## src/rtl/es_driver.sv

```systemverilog
// es_driver: issues push/pop/dup commands to an expression stack,
// checks each one against the tracked occupancy, and reports completion
// or an overflow/underflow rejection with one-cycle pulses.
module es_driver #(
    parameter int DEPTH = 32
) (
    input  logic        clk,
    input  logic        resetN,
    input  logic        reqValid,
    output logic        reqReady,
    input  logic [1:0]  reqOp,
    input  logic [15:0] reqVal,
    input  logic [1:0]  reqCnt,
    output logic [1:0]  ESOp,
    output logic        ESAct,
    output logic [15:0] pushVal,
    output logic        popNum,
    output logic [1:0]  dupNum,
    output logic [5:0]  depth,
    output logic        done,
    output logic        errOvf,
    output logic        errUnf
);

    typedef enum logic [1:0] {
        IDLE   = 2'd0,
        ISSUE  = 2'd1,
        SETTLE = 2'd2
    } state_t;

    localparam logic [1:0] OP_PUSH = 2'd0;
    localparam logic [1:0] OP_POP  = 2'd1;
    localparam logic [1:0] OP_DUP  = 2'd2;

    // Capacity widened by one bit so depth+count never wraps in the compare.
    localparam logic [6:0] CAP = 7'(DEPTH);

    state_t      state_q, state_d;
    logic [5:0]  depth_q, depth_d;

    // Command captured at accept; used while the command is in flight.
    logic [1:0]  cmdOp_q;
    logic [15:0] cmdVal_q;
    logic [1:0]  cmdCnt_q;

    // Last values presented to the stack, held while not issuing.
    logic [1:0]  holdOp_q;
    logic [15:0] holdVal_q;
    logic [1:0]  holdCnt_q;

    logic        errOvf_q;
    logic        errUnf_q;

    logic        accept;
    logic        isOvf;
    logic        isUnf;
    logic        legal;
    logic [6:0]  curDepth;
    logic [6:0]  need;

    assign reqReady = (state_q == IDLE);
    assign accept   = reqValid & reqReady;
    assign legal    = ~isOvf & ~isUnf;

    // Classify the incoming request against the current occupancy;
    // underflow is checked before overflow for dup.
    always_comb begin
        curDepth = {1'b0, depth_q};
        need     = {5'd0, reqCnt} + 7'd1;
        isOvf    = 1'b0;
        isUnf    = 1'b0;
        case (reqOp)
            OP_PUSH: begin
                isOvf = (curDepth >= CAP);
            end
            OP_POP: begin
                if (reqCnt >= 2'd2) begin
                    isUnf = 1'b1;
                end else if (curDepth < need) begin
                    isUnf = 1'b1;
                end
            end
            OP_DUP: begin
                if (curDepth < need) begin
                    isUnf = 1'b1;
                end else if ((curDepth + need) > CAP) begin
                    isOvf = 1'b1;
                end
            end
            default: begin
                isUnf = 1'b1;
            end
        endcase
    end

    // Next-state logic: only a legal accept leaves IDLE; ISSUE and SETTLE
    // each last exactly one cycle.
    always_comb begin
        state_d = state_q;
        case (state_q)
            IDLE: begin
                if (accept && legal) begin
                    state_d = ISSUE;
                end
            end
            ISSUE: begin
                state_d = SETTLE;
            end
            SETTLE: begin
                state_d = IDLE;
            end
            default: begin
                state_d = IDLE;
            end
        endcase
    end

    // Occupancy moves on the edge that ends ISSUE; legality was already
    // established at accept, so the result stays within 0..DEPTH.
    always_comb begin
        depth_d = depth_q;
        if (state_q == ISSUE) begin
            case (cmdOp_q)
                OP_PUSH: depth_d = depth_q + 6'd1;
                OP_POP:  depth_d = depth_q - ({4'd0, cmdCnt_q} + 6'd1);
                OP_DUP:  depth_d = depth_q + ({4'd0, cmdCnt_q} + 6'd1);
                default: depth_d = depth_q;
            endcase
        end
    end

    // State, captured command, held stack outputs, occupancy and error pulses.
    always_ff @(posedge clk) begin
        if (!resetN) begin
            state_q   <= IDLE;
            depth_q   <= 6'd0;
            cmdOp_q   <= 2'd0;
            cmdVal_q  <= 16'd0;
            cmdCnt_q  <= 2'd0;
            holdOp_q  <= 2'd0;
            holdVal_q <= 16'd0;
            holdCnt_q <= 2'd0;
            errOvf_q  <= 1'b0;
            errUnf_q  <= 1'b0;
        end else begin
            state_q  <= state_d;
            depth_q  <= depth_d;
            errOvf_q <= accept & isOvf;
            errUnf_q <= accept & isUnf;
            if (accept) begin
                cmdOp_q  <= reqOp;
                cmdVal_q <= reqVal;
                cmdCnt_q <= reqCnt;
            end
            if (state_q == ISSUE) begin
                holdOp_q  <= cmdOp_q;
                holdVal_q <= cmdVal_q;
                holdCnt_q <= cmdCnt_q;
            end
        end
    end

    // Stack-facing outputs come straight from the captured command during
    // ISSUE and from the held copy at all other times.
    always_comb begin
        ESAct   = (state_q == ISSUE);
        ESOp    = holdOp_q;
        pushVal = holdVal_q;
        popNum  = holdCnt_q[0];
        dupNum  = holdCnt_q;
        if (state_q == ISSUE) begin
            ESOp    = cmdOp_q;
            pushVal = cmdVal_q;
            popNum  = cmdCnt_q[0];
            dupNum  = cmdCnt_q;
        end
    end

    // A reset landing in SETTLE aborts the command, so done is masked then.
    assign done   = (state_q == SETTLE) & resetN;
    assign errOvf = errOvf_q;
    assign errUnf = errUnf_q;
    assign depth  = depth_q;

endmodule

```

## config.mk

```make
export PLATFORM = sky130hd
export DESIGN_NAME = es_driver
export DESIGN_NICKNAME = d
export VERILOG_FILES = /design/src/rtl/es_driver.sv
export SDC_FILE = /design/constraint.sdc
export NUM_CORES = 1
export LEC_CHECK = 0
export ABC_AREA = 0
export CAP_MARGIN = 40
export CORE_ASPECT_RATIO = 1.5
export CORE_MARGIN = 2
export CORE_UTILIZATION = 50
export DETAILED_ROUTE_END_ITERATION = 12
export MAX_ROUTING_LAYER = met4
export PLACE_DENSITY = 0.78
export SLEW_MARGIN = 10
export SYNTH_ARGS = -nofsm -noshare
export SYNTH_HDL_FRONTEND = slang
export SYNTH_SLANG_ARGS = --single-unit
```

## constraint.sdc

```tcl
create_clock -name clk -period 6.71 [get_ports clk]
set_clock_uncertainty 0.15 [all_clocks]
set_input_delay 0.671 -clock clk [delete_from_list [all_inputs] [get_ports clk]]
set_output_delay 0.671 -clock clk [all_outputs]
set_load 0.05 [all_outputs]
```

* Yosys cells after proc, flatten, opt, wreduce, memory -nomap -nowiden
Index checks and enable logic that the tools add are counted.
Word-level totals: register bits after elaboration 50, bits in latches 0, memory bits (writable) 0, bits in read-only memories 0, input port bits 23, output and inout port bits 32, memories kept 0
Cells by class: add/subtract/negate cells 6, multiply operators 0, divide/modulo/power cells 0, order comparisons 4, equality and inequality tests 7, shift operators 0, muxes and demuxes 13, bitwise logic cells 7, reductions and logical operators 6
Operators with widths (count):
- one-hot mux 6 bit (3 select lines) | 1
- two-way mux 16 bit | 1
- adder 6 x 3 -> 7 bit | 1
- > comparator 7 x 6 -> 1 bit, second input constant | 1
- adder 2 x 1 -> 3 bit, second input constant | 2
- adder 6 x 1 -> 6 bit, second input constant | 1
- adder 6 x 3 -> 6 bit | 1
- equality test 2 x 1 -> 1 bit, second input constant | 3
- equality test 2 bit, second input constant | 3
- >= comparator 6 bit, second input constant | 1
- zero test 2 bit | 3
- less-than comparator 6 x 3 -> 1 bit | 1
- two-way mux 2 bit | 3
- subtractor 6 bit | 1
- AND 1 bit | 5
- two-way mux 1 bit | 5
- one-hot mux 2 bit (2 select lines) | 1
- one-hot mux 1 bit (3 select lines) | 1
- nonzero test 3 bit | 1
- >= comparator 2 bit, second input constant | 1
- != test 2 x 1 -> 1 bit, second input constant | 1
- NOT 1 bit | 2
- one-hot mux 1 bit (2 select lines) | 1
- AND reduction 2 bit | 1
- logical AND 1 bit | 1

* Logic depth before layout (Yosys ltp)
Gate-level depths: netlist of run 1.
depth in word-level cells 11, mapped depth 12, gate-level depth less buffers 12

* Least setup slack after synthesis of run 1
No wires, ideal clock.
path type flip-flop to flip-flop, start register cmdCnt_q[0], end register depth_q[5], in the netlist depth[5], setup time 0.070 ns, arrival 2.513 ns, data required time 6.490 ns, slack 3.977 ns, stages on the path, launching flop included 13, buffers on the path 0, clock period less this slack 2.733 ns, cell sequence dfxtp_1 inv_1 ha_1 xnor2_1 nand2_1 a21o_1 inv_1 ha_1 a21oi_1 o2111ai_4 xnor2_1 or4_1 a21oi_1
On the way: longest elaborated chain between the ends 3, elaborated cells between the ends (all ways) 4, classes of those cells 3 x add/sub; 1 x mux
RTL lines:
- start, declared | line 44 | logic [1:0] cmdCnt_q;
- start signal, assigned | line 153 | cmdCnt_q <= reqCnt;
- adder 2 x 1 -> 3 bit (*) | line 125, 126
- adder 6 x 3 -> 6 bit or subtractor 6 bit (tied branches) | line 126, 125
- one-hot mux 6 bit (3 select lines) (*) | line 123 | case (cmdOp_q)
- end signal, assigned | line 147 | depth_q <= depth_d;
- end, declared | line 39 | logic [5:0] depth_q, depth_d;
Mark *: on every way between the ends. The rest lies on a longest branch, timed or not. A chain may end at the register's enable or synchronous reset.

* Final worst setup path of run 1
start register state_q[1], end output port pushVal[7]
On the way: longest elaborated chain between the ends 2
RTL lines:
- start, declared | line 38 | state_t state_q, state_d;
- start signal, assigned | line 146 | state_q <= state_d;
- equality test 2 x 1 -> 1 bit | line 171 | if (state_q == ISSUE) begin
- two-way mux 16 bit
- end, declared | line 16 | output logic [15:0] pushVal,
No other way between the ends.

==> metrics, run 1 <==
number of maximum-capacitance violations=0; async set-or-reset flop fraction in the synthesized netlist=0; maximum resistive drop on vdd=0.160 mV; Worst R2R Start=cmdCnt_q[0]; instance count after placement with tap cells included=387; list of most frequent post-synthesis cells=sky130_fd_sc_hd__nand2_1 (55), sky130_fd_sc_hd__dfxtp_1 (50), sky130_fd_sc_hd__a21oi_1 (29), sky130_fd_sc_hd__and2_1 (22), sky130_fd_sc_hd__ha_1 (18); portion of the post-synthesis area used by sequential elements=0.407; flip-flop and latch count after synthesis=50; unrepaired setup endpoints after global routing=no; accumulated negative setup slack=0 ps; Switching Power=164 uW; clock-pin slew of the registers on the worst-case setup and hold paths=90 ps; clock tree from TritonCTS=built; die outline width=61.3 um; path category of the worst min-delay check=flop to flop; fill cell count=424; hold buffers post-CTS=0; leading post-synthesis cells by cell area=sky130_fd_sc_hd__dfxtp_1 (41%), sky130_fd_sc_hd__ha_1 (9.2%), sky130_fd_sc_hd__nand2_1 (8.4%), sky130_fd_sc_hd__mux2_1 (7.3%), sky130_fd_sc_hd__a21oi_1 (5.9%); Data arrival, critical path=2630 ps; most numerous cell in the Yosys netlist=sky130_fd_sc_hd__nand2_1; Placer Congestion=0.872; static power due to leakage=0.00128 uW; worst min-delay path endpoint=cmdVal_q[14]; Max Clk Rate=0.290 GHz; Int Power=422 uW; Final ANT Viol Nets=0; total number of H-tree levels=2; Final Max Tran Viols=0; Netlist cell types=39; largest net degree at the start of global routing=27; detailed-route wire length per cell=12.7 um; total vias in the final route=1995; Antenna Diode Count=0; sw frac=0.280; clock net sink count=50; Finish-stage setup viols=0; worst hold stages=2; number of global-route vias before repair=1988; minimum clock period after layout=3450 ps; area grow syn2layout=27.5%; clock insertion delay at the later pin of the skew report=300 ps; Tot GR Track Use=0.208; measured slew at the worst slew-check pin=753 ps; Cells after Synth=277; final wirelength=5.02 mm; Slew headroom=0.498; Max Buffers Root-to-Sink=2; endpoint of the lowest-slack register-to-register path=depth[5]; final hold violation count=0; kind of launch point of the worst setup path=flop; CP Max Fanout=16; number of primary I/O pins=55; Detail Placement HPWL=3.64 mm; number of instances resized during post-cts repair=0; Core Region=4770 um^2; cell area power density=187 nW/um^2; FF-to-FF path depth=12; number of setup buffers added after CTS=0; synthesized netlist net count=320; Post-Layout Cell Count=395; remaining global-route overflow=0; wire length of the first global-routing pass=8.62 mm; period utilisation layout=0.515; result of the run=finished clean; antenna violations before repair=0; largest area contributor in the synthesized netlist=sky130_fd_sc_hd__dfxtp_1; mapped cell area=2460 um^2; Synth top area share=0.407; Hold Path Origin=cmdVal_q[14]; Iter 0 DRT Violations=90; effective utilization at floorplan=0.516; count of standard-cell rows=31; number of nets in the finished design=371; post-synthesis area per instance=8.88 um^2; fraction of final layout cells with drive strength greater than 1=0.0517; Chip Height=89.9 um; clock root buffer master=sky130_fd_sc_hd__clkbuf_8; Setup crit end kind=output port; count of input and output buffers=54; Comb power frac=0.170; Worst Path Class, Setup=flop to output port; register share of total power=0.537; drt pass-1 iters=5; Yosys warning count=0; drt via density=5.05; fraction of power consumed by the clock network=0.293; number of enable flip-flop cells after synthesis=0; Remaining DRCs=0; Worst Path Required=5890 ps; dominant synthesized flop cell=sky130_fd_sc_hd__dfxtp_1; Die Area=5510 um^2; Num CTS Buffers=5; R2R Setup Slk=3710 ps
## worst max-delay path, stage by stage, from the launching register on
cell and delay, ps:
sky130_fd_sc_hd__dfxtp_1 350, sky130_fd_sc_hd__nand2b_1 550, sky130_fd_sc_hd__buf_4 350, sky130_fd_sc_hd__mux2_1 350
sky130_fd_sc_hd__clkdlybuf4s50_1 710
## cells by family after synthesis
kind of cell,Yosys count,share of synthesized area
compound gates,51,0.134
xor+xnor,7,0.0249
fa+ha+maj,20,0.108
buf+inv,29,0.0468
flops,50,0.407
mux,17,0.0773
simple gates,103,0.203
## sequential cells by signal (all words and copies together), names as in the netlist
register   cells
cmdOp_q        2
depth          6
cmdVal_q      16
errUnf         1
state_q        2
holdCnt_q      2
holdOp_q       2
errOvf         1
holdVal_q     16
cmdCnt_q       2
## power groups by stage
stage          clock (uW)  combinational (uW)  sequential (uW)
2_1_floorplan           0                62.1              324
3_3_place_gp            0                99.2              321
3_5_place_dp            0                 100              322
4_1_cts               177                 101              315
5_1_grt               191                 110              317
6_report              172                99.8              315
## stage by stage
stage               total power [uW]  hold WS, ps   util  setup slack (ps)  area (um^2)
detailed placement               422          297  0.639              3360         3050
global route                     618          326  0.658              3010         3140
global placement                 421          289  0.639              3420         3050
finish                           586          307  0.658              3260         3140
floorplan                        386          282      -              3980         2460
CTS                              592          310  0.658              3240         3140
## worst max path at each step
stage	startpoint	slack, ps	to
6_report	state_q[1]	3260	pushVal[7]
5_1_grt	state_q[1]	3010	ESOp[1]
4_1_cts	state_q[1]	3240	pushVal[4]
3_5_place_dp	reqCnt[0]	3360	state_q[0]
3_3_place_gp	reqCnt[0]	3420	state_q[0]
2_1_floorplan	cmdCnt_q[0]	3980	depth[5]
## cell type report
type / instances / area (um^2) / area share
inverters: 17 / 63.8 / 0.0203
flip-flops and latches: 50 / 1000 / 0.319
multi-input cells: 198 / 1350 / 0.429
clock buffers: 5 / 68.8 / 0.0219
repair buffers: 56 / 556 / 0.177
clock inverters: 3 / 21.3 / 0.00678
well taps: 66 / 82.6 / 0.0263
## per-layer routing
| metal | vias up | GRT usage | wire [um] |
|---|---|---|---|
| li1 | 1019 | - | - |
| met1 | 923 | 0.245 | 2090 |
| met2 | 49 | 0.336 | 2650 |
| met3 | 4 | 0.0432 | 219 |
| met4 | 0 | 0.0797 | 60 |
| met5 | - | - | 0 |
## cell usage in the layout (no fill, tap or decap), types with 5 or more instances in the layout
master                            count
sky130_fd_sc_hd__o21ai_1              6
sky130_fd_sc_hd__and2_1              22
sky130_fd_sc_hd__nand2b_1             5
sky130_fd_sc_hd__mux2_1              16
sky130_fd_sc_hd__a21oi_1             29
sky130_fd_sc_hd__ha_1                18
sky130_fd_sc_hd__dfxtp_1             50
sky130_fd_sc_hd__clkdlybuf4s50_1     54
sky130_fd_sc_hd__inv_1               15
sky130_fd_sc_hd__nand2_1             55
sky130_fd_sc_hd__nor2_1               9
sky130_fd_sc_hd__clkbuf_8             5
Power figures use the tool's default switching activity.
==> run 2: changes to the inputs <==
==> constraint.sdc (replaced) <==
create_clock -name clk -period 3.55 [get_ports clk]
set_clock_uncertainty 0.15 [all_clocks]
set_input_delay 0.355 -clock clk [delete_from_list [all_inputs] [get_ports clk]]
set_output_delay 0.355 -clock clk [all_outputs]
set_load 0.05 [all_outputs]
==> run 2 against run 1 <==
- first-iteration DRC count is 30% lower
- worst hold slack hardly changed
- critical path type is now flop to flop
- final area is 0.64% higher
- highest routed layer unchanged
- final cell count stayed put
- non-clock buffer count stayed put
- largest cell class unchanged
==> metrics, run 2 (synthesis results as in run 1) <==
Detail Placement HPWL=3.71 mm; Num CTS Buffers=5; sw frac=0.264; drt pass-1 iters=6; number of instances resized during post-cts repair=0; number of setup buffers added after CTS=0; effective utilization at floorplan=0.516; fill cell count=425; Worst R2R Start=cmdCnt_q[0]; antenna violations before repair=0; Placer Congestion=0.820; Worst Path Class, Setup=flop to flop; top library cells by usage in the layout, fill and taps aside=sky130_fd_sc_hd__nand2_1 (55), sky130_fd_sc_hd__clkdlybuf4s50_1 (54), sky130_fd_sc_hd__dfxtp_1 (50); wire length of the first global-routing pass=8.57 mm; die outline width=61.3 um; register share of total power=0.504; Iter 0 DRT Violations=63; FF-to-FF path depth=12; clock root buffer master=sky130_fd_sc_hd__clkbuf_8; Remaining DRCs=0; cell area power density=374 nW/um^2; count of standard-cell rows=31; Max Buffers Root-to-Sink=2; fraction of power consumed by the clock network=0.337; number of maximum-capacitance violations=0; measured slew at the worst slew-check pin=753 ps; Comb power frac=0.159; number of nets in the finished design=371; Core Region=4770 um^2; largest net degree at the start of global routing=27; Setup crit end kind=flop; unrepaired setup endpoints after global routing=no; worst hold stages=2; Final ANT Viol Nets=0; crit path setup slack, layout=568 ps; final wirelength=5.05 mm; Switching Power=312 uW; minimum clock period after layout=2980 ps; Worst Path Required=3640 ps; Slew headroom=0.498; maximum resistive drop on vdd=0.210 mV; Finish-stage setup viols=0; total number of H-tree levels=2; number of primary I/O pins=55; result of the run=finished clean; number of global-route vias before repair=1948; Hold Path Origin=cmdVal_q[7]; final hold violation count=0; CP Max Fanout=6; area grow syn2layout=28.3%; most common library cell in the layout ignoring fill and taps=sky130_fd_sc_hd__nand2_1; fraction of final layout cells with drive strength greater than 1=0.0486; detailed-route wire length per cell=12.8 um; PnR Total Power=1180 uW; drt via density=4.99; Max Clk Rate=0.335 GHz; worst min-delay path endpoint=cmdVal_q[7]; Final Max Tran Viols=0; endpoint of the lowest-slack register-to-register path=depth[5]; R2R Setup Slk=570 ps; remaining global-route overflow=0; total vias in the final route=1971; Antenna Diode Count=0; clock tree from TritonCTS=built; clock-pin slew of the registers on the worst-case setup and hold paths=90 ps; period utilisation layout=0.840; Int Power=870 uW; count of input and output buffers=54; clock net sink count=50; kind of launch point of the worst setup path=flop; static power due to leakage=0.00129 uW; accumulated negative setup slack=0 ps; path category of the worst min-delay check=flop to flop; Tot GR Track Use=0.207; Data arrival, critical path=3070 ps; Chip Height=89.9 um; post-placement cell area=3050 um^2; Die Area=5510 um^2; clock insertion delay at the later pin of the skew report=300 ps; final instance area=3160 um^2; hold buffers post-CTS=0; Post-Place Setup Slack=505 ps
==> run 2: cell types whose count changed in the layout (fill, tap and decap cells not counted), sizes merged <==
cell / previous run / this run
bufinv: 0 / 1
clkbuf: 5 / 6
clkinv: 2 / 0
==> run 2: worst max-delay path, stage by stage (launching register included) <==
cell and delay (ps):
sky130_fd_sc_hd__dfxtp_1 500, sky130_fd_sc_hd__inv_1 100, sky130_fd_sc_hd__ha_1 330, sky130_fd_sc_hd__xnor2_1 130
sky130_fd_sc_hd__nand2_1 70, sky130_fd_sc_hd__a21o_1 150, sky130_fd_sc_hd__inv_1 60, sky130_fd_sc_hd__ha_1 260
sky130_fd_sc_hd__a21oi_1 300, sky130_fd_sc_hd__o2111ai_4 160, sky130_fd_sc_hd__xnor2_1 160, sky130_fd_sc_hd__or4_1 400
sky130_fd_sc_hd__a21oi_1 140
==> run 2: final cells by class <==
| class | instances | area, um^2 | area share |
|---|---|---|---|
| clock buffer | 6 | 72.6 | 0.0230 |
| clock inverter | 2 | 37.5 | 0.0119 |
| inverter | 17 | 63.8 | 0.0202 |
| multi-input combinational | 198 | 1350 | 0.426 |
| sequential | 50 | 1000 | 0.317 |
| tap | 66 | 82.6 | 0.0261 |
| timing repair buffer | 56 | 556 | 0.176 |
==> run 2: power groups by stage <==
stage / Clock, uW / Sequential [uW] / Combinational (uW)
6_report: 399 / 595 / 188
5_1_grt: 431 / 598 / 207
4_1_cts: 407 / 595 / 190
3_5_place_dp: 0 / 608 / 189
3_3_place_gp: 0 / 607 / 187
2_1_floorplan: 0 / 612 / 117
==> run 2: worst max-delay path by stage <==
stage	endpoint	start	slack (ps)
final	depth[5]	cmdCnt_q[0]	570
after global routing	depth[5]	cmdCnt_q[0]	400
after CTS	depth[5]	cmdCnt_q[0]	580
after detailed placement	state_q[0]	reqCnt[0]	510
after global placement	state_q[0]	reqCnt[0]	590
after floorplan	depth[5]	cmdCnt_q[0]	820
==> run 2: per-stage QoR <==
step | hold WS, ps | cells | util
2_1_floorplan | 282 | 277 | -
3_3_place_gp | 290 | 387 | 0.639
3_5_place_dp | 296 | 387 | 0.639
4_1_cts | 309 | 395 | 0.662
5_1_grt | 329 | 395 | 0.662
6_report | 307 | 395 | 0.662
==> run 2: per-layer routing <==
| layer | vias up | track usage | routed length [um] |
|---|---|---|---|
| li1 | 1023 | - | - |
| met1 | 900 | 0.240 | 2160 |
| met2 | 40 | 0.336 | 2590 |
| met3 | 8 | 0.0388 | 217 |
| met4 | 0 | 0.0870 | 86 |
| met5 | - | - | 0 |
==> run 3: changes to the inputs <==
--- a/config.mk
+++ b/config.mk
@@ -9,10 +9,10 @@
 export CAP_MARGIN = 40
 export CORE_ASPECT_RATIO = 1.5
 export CORE_MARGIN = 2
-export CORE_UTILIZATION = 50
+export CORE_UTILIZATION = 45
 export DETAILED_ROUTE_END_ITERATION = 12
 export MAX_ROUTING_LAYER = met4
-export PLACE_DENSITY = 0.78
+export PLACE_DENSITY = 0.74
 export SLEW_MARGIN = 10
 export SYNTH_ARGS = -nofsm -noshare
 export SYNTH_HDL_FRONTEND = slang
==> constraint.sdc (replaced) <==
create_clock -name clk -period 2.59 [get_ports clk]
set_clock_uncertainty 0.15 [all_clocks]
set_input_delay 0.259 -clock clk [delete_from_list [all_inputs] [get_ports clk]]
set_output_delay 0.259 -clock clk [all_outputs]
set_load 0.05 [all_outputs]
==> run 3 against run 2 <==
- sequential share of layout area decreased by 1.9 points
- worst hold slack got worse by 0.54 ps
- highest routed layer unchanged
- critical path depth unchanged
- clock power increased by 18%
- critical endpoint unchanged
- register-to-register slack got worse by 530 ps
- core utilization decreased by 3.3 points
==> metrics, run 3 (synthesis results as in run 1) <==
result of the run=finished clean; worst hold stages=2; path category of the worst min-delay check=flop to flop; static power due to leakage=0.00143 uW; Setup crit end kind=flop; detailed-route wire length per cell=13.2 um; Post-Place Setup Slack=-314 ps; number of global-route vias before repair=2080; total vias in the final route=2074; count of standard-cell rows=33; Worst R2R Start=cmdCnt_q[1]; unrepaired setup endpoints after global routing=yes; Iter 0 DRT Violations=47; Data arrival, critical path=2650 ps; Hold Path Origin=cmdVal_q[7]; M1 wire length=2.19 mm; wire length of the first global-routing pass=9.24 mm; largest net degree at the start of global routing=26; number of maximum-capacitance violations=0; kind of launch point of the worst setup path=flop; fill cell count=484; Slew headroom=0.527; drt via density=5.00; effective utilization at floorplan=0.459; R2R Setup Slk=30 ps; fraction of final layout cells with drive strength greater than 1=0.212; minimum clock period after layout=2560 ps; sequential standard cell area=1000 um^2; clock-pin slew of the registers on the worst-case setup and hold paths=100 ps; clock root buffer master=sky130_fd_sc_hd__clkbuf_8; top library cells by usage in the layout, fill and taps aside=sky130_fd_sc_hd__nand2_1 (55), sky130_fd_sc_hd__dfxtp_1 (47), sky130_fd_sc_hd__buf_4 (35); Worst Hold Margin=307 ps; final wirelength=5.48 mm; Final Max Tran Viols=0; Core Region=5370 um^2; top metal layer carrying routed signals=met4; most common library cell in the layout ignoring fill and taps=sky130_fd_sc_hd__nand2_1; Finish-stage setup viols=0; maximum resistive drop on vdd=0.445 mV; Die Area=6090 um^2; Worst Path Required=2690 ps; measured slew at the worst slew-check pin=707 ps; area grow syn2layout=37.1%; worst min-delay path endpoint=cmdVal_q[7]; Antenna Diode Count=0; DR WL met2=2.94 mm; number of primary I/O pins=55; Final ANT Viol Nets=0; cell area power density=470 nW/um^2; die outline width=64.4 um; Worst Path Class, Setup=flop to flop; final hold violation count=0; series of cell instances along the critical path=inv_2 > ha_4 > xnor2_2 > nand2_1 > a21o_1 > inv_1 > ha_4 > a21oi_4 > o2111ai_4 > xnor2_2 > or4_4 > a21oi_2; hold buffers post-CTS=0; Max Clk Rate=0.391 GHz; period utilisation layout=0.987; Detail Placement HPWL=4.02 mm; clock tree from TritonCTS=built; endpoint of the lowest-slack register-to-register path=depth[5]; FF-to-FF path depth=12; Worst path max stage delay=430 ps; drt pass-1 iters=4; Max Buffers Root-to-Sink=2; Remaining DRCs=0; multi-input gate area in the final layout=1430 um^2; Tot GR Track Use=0.200; clock insertion delay at the later pin of the skew report=310 ps; Num CTS Buffers=5; CP Max Fanout=2; Slowest cell on crit path=sky130_fd_sc_hd__or4_4; antenna violations before repair=0; clock net sink count=50; Chip Height=94.6 um; count of input and output buffers=54; total length of routed met3 wires=168 um; remaining global-route overflow=0; Placer Congestion=0.787; total number of H-tree levels=2; number of nets in the finished design=387; crit path setup slack, layout=34.1 ps
run 3: cell count changes in the layout (fill, tap and decap cells not counted), sizes merged:
cell	delta
clkinvlp	-1
inv	+2
bufinv	-1
buf	+39
clkinv	+1
clkbuf	-1
clkdlybuf4s50	-23
run 3: per-stage QoR:
step	std cells	utilization	TNS [ps]	total power (uW)	area, um^2
finish	415	0.629	0	1590	3370
global route	415	0.629	-109	1670	3370
CTS	414	0.619	-30.2	1600	3320
detailed placement	405	0.593	-591	1110	3180
global placement	405	0.593	-374	1110	3180
floorplan	277	-	0	1000	2470
run 3: routing by layer:
| layer | global-route usage | vias to the layer above |
|---|---|---|
| li1 | - | 1053 |
| met1 | 0.209 | 966 |
| met2 | 0.359 | 41 |
| met3 | 0.0298 | 14 |
| met4 | 0.110 | 0 |
| met5 | - | - |
run 3: worst max-delay path by stage:
stage / startpoint / slack [ps] / depth (start not counted) / endpoint
final: cmdCnt_q[1] / 30 / 12 / depth[5]
after global routing: cmdOp_q[0] / -110 / 11 / depth[5]
after CTS: cmdCnt_q[0] / -30 / 12 / depth[5]
after detailed placement: reqCnt[0] / -310 / 10 / state_q[0]
after global placement: reqCnt[0] / -230 / 10 / state_q[0]
after floorplan: cmdCnt_q[0] / 10 / 12 / depth[5]
run 3: where the power goes:
group / switching, uW / total [uW] / leakage, uW / internal [uW]
Combinational: 167 / 303 / 0.000970 / 136
Sequential: 16.9 / 814 / 0.000408 / 797
Clock: 274 / 470 / 0.0000489 / 196
run 3: cell type report:
type                    instances  area share
clock buffers                   5      0.0204
clock inverters                 3     0.00667
inverters                      17      0.0189
multi-input cells             198       0.425
flip-flops and latches         50       0.298
well taps                      70      0.0260
repair buffers                 72       0.205
run 3: worst max-delay path: cells and delay by family, from the launching register on:
family          cells  cell delay [ps]
flops               1              350
fa+ha+maj           2              490
compound gates      4              580
buf+inv             2              140
simple gates        2              500
xor+xnor            2              290
run 3: repair_timing:
action	CTS	global route
setup buffers	1	1
pin swaps	5	8
resized for setup	7	9
setup endpoints to repair	1	3
==> RTL edit 1 (settings of run 1) <==
Set the parameter `DEPTH` to 24 (it was 32).
--- a/src/rtl/es_driver.sv
+++ b/src/rtl/es_driver.sv
@@ -3,5 +3,5 @@
 // or an overflow/underflow rejection with one-cycle pulses.
 module es_driver #(
-    parameter int DEPTH = 32
+    parameter int DEPTH = 24
 ) (
     input  logic        clk,
Behaviour: same outputs for any inputs over 10 cycles, from zero or initial values and one cycle with resetN low; that may be too few to reach the edited logic, so the function may still have changed.
==> RTL edit 1 against run 1 <==
Setup slack improved by 270 ps. Critical path depth rose by 1. Highest routed layer unchanged. Wire length rose by 12%. Non-clock buffer count rose by 1. Cell area rose by 1.6%. Total power rose by 8.4%. Sequential cell count did not move. Area after synthesis rose by 1.6%.
==> RTL edit 1: results (changes against run 1) <==
stage,metric,value,unit,change
outcome,status,finished clean,,
grt,met3 Usage GRT,0.0301,,-0.0131
placed_design,Final HPWL DP,4.03,mm,+11%
setup_path,Max stage delay on crit path,800,ps,+90 ps
detailed_routing,initial DRC count,58,,-36%
grt,GRT Total Usage,0.221,,+0.0129
placed_design,post-placement cell area,0.00308,mm²,+0.94%
grt,first-pass GRT wire length,9.34,mm,+8.3%
placed_design,GP Congestion,0.888,,+1.9%
hold_path,min-delay src,cmdVal_q[0],,
yosys,sequential area share after synthesis,0.400,,-0.00631
hold_path,Hold Path End,cmdVal_q[0],,
grt,number of global-route vias before repair,2175,,+9.4%
setup_path,Arrival @ worst endpoint,2360,ps,-270 ps
setup_path,Worst R2R Start,cmdCnt_q[0],,
setup_path,"critical path fanouts, max",26,,+10
finish,final instance area,0.00319,mm²,+1.6%
finish,Nets,409,,+10%
grt,GR Layer Usage met1,0.237,,-0.00871
detailed_routing,via count,2264,,+13%
clock_tree,clock buffer depth,2,,unchanged
grt,grt met2 use,0.392,,+0.0561
grt,largest net degree at the start of global routing,33,,+22%
sta,Worst-Margin Slew,781,ps,+28.1 ps
detailed_routing,met1 wire length,2.27,mm,+8.5%
power_and_ir_drop,peak supply drop,0.212,mV,+33%
detailed_routing,WL met2,3.09,mm,+17%
power_and_ir_drop,Internal,461,µW,+9.3%
yosys,top area cells in the synthesized netlist,"dfxtp_1 (40%), nand2_1 (15%), ha_1 (9.0%), a21oi_1 (5.6%), and2_1 (5.3%)",,
setup_path,R2R setup slack,3850,ps,+140 ps
yosys,synth unique cells,44,,+13%
yosys,Post-Syn Nets,360,,+13%
power_and_ir_drop,leakage power,1.37,nW,+6.6%
finish,layout cells sized above 1,0.0463,,-0.00535
detailed_routing,met3 routed WL,148,µm,-32%
-- RTL edit 1: how the worst max path moves through the flow --
| stage | startpoint | endpoint | depth (start not counted) |
|---|---|---|---|
| after floorplan | state_q[1] | dupNum[0] | 5 |
| after global placement | reqCnt[0] | errOvf | 10 |
| after detailed placement | reqCnt[0] | errOvf | 10 |
| after CTS | resetN | done | 5 |
| after global routing | resetN | done | 5 |
| final | resetN | done | 5 |
-- RTL edit 1: worst register-to-register path: cells and delay by family (launching register included) --
kind,cells,cell delay [ps]
and+or+nand+nor,1,80
xor gates and xnor gates,1,130
buffers and inverters,2,150
muxes,2,430
DFF,1,450
adders and majority gates,2,610
AOI/OAI and AO/OA,4,810
-- RTL edit 1: stage by stage --
stage	instances	setup WS [ps]	hold slack, ps	power, mW
detailed placement	425	3340	297	0.428
CTS	433	3520	310	0.639
global route	433	3400	335	0.663
floorplan	317	3570	287	0.388
global placement	425	3430	293	0.426
finish	433	3530	308	0.636
-- RTL edit 1: final cells by class --
class	instances	area share
sequential	50	0.314
multi-input combinational	238	0.432
timing repair buffer	57	0.177
inverter	14	0.0165
clock inverter	3	0.0137
clock buffer	5	0.0216
tap	66	0.0259
-- RTL edit 1: power groups by stage --
stage	sequential [mW]	combinational, mW	clock, mW
floorplan	0.325	0.0635	0
global placement	0.322	0.104	0
detailed placement	0.323	0.105	0
CTS	0.316	0.106	0.218
global route	0.317	0.115	0.231
finish	0.315	0.105	0.215
-- RTL edit 1: kinds of logic (layout without fill, tap and decap cells) --
logic type	after synthesis	in the layout	share of synthesized area
AOI/OAI and AO/OA	58	58	0.142
xor gates and xnor gates	4	4	0.0140
adders and majority gates	20	20	0.106
buffers and inverters	29	79	0.0485
DFF	50	50	0.400
muxes	3	3	0.0120
and+or+nand+nor	153	153	0.277
==> RTL edit 2 (flow settings as in run 1) <==
Without the edit above. Reset style: asynchronous (`resetN`), changed in one clocked block.
--- a/src/rtl/es_driver.sv
+++ b/src/rtl/es_driver.sv
@@ -131,5 +131,5 @@
 
     // State, captured command, held stack outputs, occupancy and error pulses.
-    always_ff @(posedge clk) begin
+    always_ff @(posedge clk or negedge resetN) begin
         if (!resetN) begin
             state_q   <= IDLE;
Check against the original RTL: differs if resetN is asserted again (counterexample within 4 cycles, from zero or initial values and one cycle with resetN low); with resetN held inactive, the same outputs for 10 cycles.
==> RTL edit 2 against run 1 <==
Cell area increased by 3.9%. Via count fell by 6.9%. Sequential cell count did not move. Sequential share of layout area grew 6.5 points. Setup slack improved by 190 ps. Largest cell class is now sequential cells. Area after synthesis grew 2.1%. Wire length shrank 0.34%. Non-clock buffer count increased by 1. Cell count decreased by 7.3%.
Power is not compared: it rests on default switching activity, and its combinational part moved more than twofold at a synthesized area within 25%.
==> RTL edit 2: results (changes against run 1) <==
stage,metric,value,unit,change
grt,initial antenna violation count,0,,unchanged
detailed_routing,DRT Pass-1 Iters,4,,-1
placed_design,Final HPWL DP,3.70,mm,+1.8%
yosys,"FFs w/ async S/R, synth",1.00,,+1.00
setup_path,slowest CP cell,clkdlybuf4s50_1,,
yosys,Syn. warnings,0,,unchanged
finish,layout cells sized above 1,0.120,,+0.0683
finish,Nets,342,,-7.8%
placed_design,Port Buffers,54,,unchanged
clock_tree,buffer count from post-CTS setup fixing,0,,unchanged
grt,number of global-route vias before repair,1818,,-8.6%
setup_path,"critical path fanouts, max",16,,unchanged
yosys,Post-synth top cells,"nand2_1 (61), dfrtp_1 (50), mux2_2 (21)",,
yosys,ys flop type,dfrtp_1,,
grt,first-pass GRT wire length,8.11,mm,-5.8%
grt,GRT Total Usage,0.197,,-0.0109
yosys,Synth Area in Compound Gates,0.0931,,-0.0406
finish,Antenna diodes,0,,unchanged
detailed_routing,routed vias/inst,5.07,,+0.46%
yosys,top area cells in the synthesized netlist,"dfrtp_1 (50%), mux2_2 (9.4%), nand2_1 (9.1%), ha_1 (9.0%), inv_1 (2.4%)",,
yosys,sequential area share after synthesis,0.498,,+0.0913
yosys,Adder-Cell Fraction of Synth Area,0.106,,-0.00220
grt,largest net degree at the start of global routing,52,,+93%
clock_tree,Worst-path clk slew,90,ps,about the same
yosys,Post-Syn Nets,286,,-11%
yosys,Post-Synth XOR/XNOR Area,0.0174,,-0.00748
outcome,status,finished clean,,
setup_path,Max stage delay on crit path,720,ps,
power_and_ir_drop,leakage power,1.58,nW,
clock_tree,clk_lat worst skew,300,ps,about the same
clock_tree,clock buffer depth,2,,unchanged
detailed_routing,routed len/inst,13.7,µm,+7.6%
setup_path,Worst R2R Start,cmdCnt_q[0],,
detailed_routing,initial DRC count,57,,-37%
yosys,synth unique cells,37,,-5.1%
placed_design,GP Congestion,0.823,,-5.6%
clock_tree,Root Buffer,clkbuf_8,,
hold_path,Worst Hold Class,input pin to asynchronous set/reset pin,,
clock_tree,CTS resizes,0,,unchanged
clock_tree,CTS Buf Count,5,,unchanged
sta,endpoints failing setup,0,,unchanged
power_and_ir_drop,peak supply drop,0.262,mV,
setup_path,worst reg-to-reg path cell count,12,,unchanged
clock_tree,H-tree depth,2,,unchanged
yosys,mux cell area share after synthesis,0.0981,,+0.0208
sta,Worst-Margin Slew,625,ps,-127 ps
setup_path,CP startpoint,state_q[0],,
setup_path,Arrival @ worst endpoint,2440,ps,-190 ps
==> RTL edit 2: final timing paths <==
kind / end / slack [ps]
max in group asynchronous: cmdOp_q[1] / 5680
hold / removal: holdVal_q[15] / 300
setup / recovery: ESOp[1] / 3450
min in group clk: cmdVal_q[6] / 330
setup reg to reg: depth[5] / 3970
hold reg to reg: cmdVal_q[6] / 330
==> RTL edit 2: area by class of cell <==
| class | count | area, µm² |
|---|---|---|
| multi-input cells | 169 | 1170 |
| clock buffers | 5 | 68.8 |
| flip-flops and latches | 50 | 1250 |
| well taps | 66 | 82.6 |
| repair buffers | 57 | 586 |
| clock inverters | 3 | 43.8 |
| inverters | 16 | 60.1 |
| fillers | 406 | 1590 |
==> RTL edit 2: metal layers <==
| layer | wire length [µm] | share of wire | track usage | vias up |
|---|---|---|---|---|
| li1 | - | - | - | 916 |
| met1 | 2050 | 0.41 | 0.228 | 899 |
| met2 | 2700 | 0.54 | 0.328 | 36 |
| met3 | 199 | 0.040 | 0.0458 | 6 |
| met4 | 54 | 0.011 | 0.0621 | 0 |
| met5 | 0 | 0 | - | - |
==> RTL edit 2: kinds of logic after synthesis <==
group / Yosys count
compound gates: 36
xor+xnor: 5
flops: 50
mux: 22
fa+ha+maj: 20
buf+inv: 24
simple gates: 86
==> RTL edit 2: power by group <==
group	internal, mW	leakage [nW]	switching (mW)
combinational	0.410	0.896	0.669
sequential	0.435	0.622	0.0824
clock	0.112	0.0585	0.101
==> RTL edit 2: worst max-delay path: cells and delay by family (launching register included) <==
| kind | cells | cell delay (ps) |
|---|---|---|
| buf+inv | 2 | 930 |
| simple gates | 1 | 460 |
| flops | 1 | 400 |
| mux | 1 | 350 |
==> RTL edit 2: per-stage QoR <==
step | area (µm²) | hold slack [ps] | total power [mW] | worst slack (ps) | cells
2_1_floorplan | 2510 | 225 | 1.28 | 3880 | 243
3_3_place_gp | 3100 | 301 | 1.57 | 3280 | 356
3_5_place_dp | 3150 | 307 | 1.61 | 3220 | 358
4_1_cts | 3260 | 323 | 1.83 | 3410 | 366
5_1_grt | 3260 | 345 | 1.93 | 3340 | 366
6_report | 3260 | 304 | 1.81 | 3450 | 366
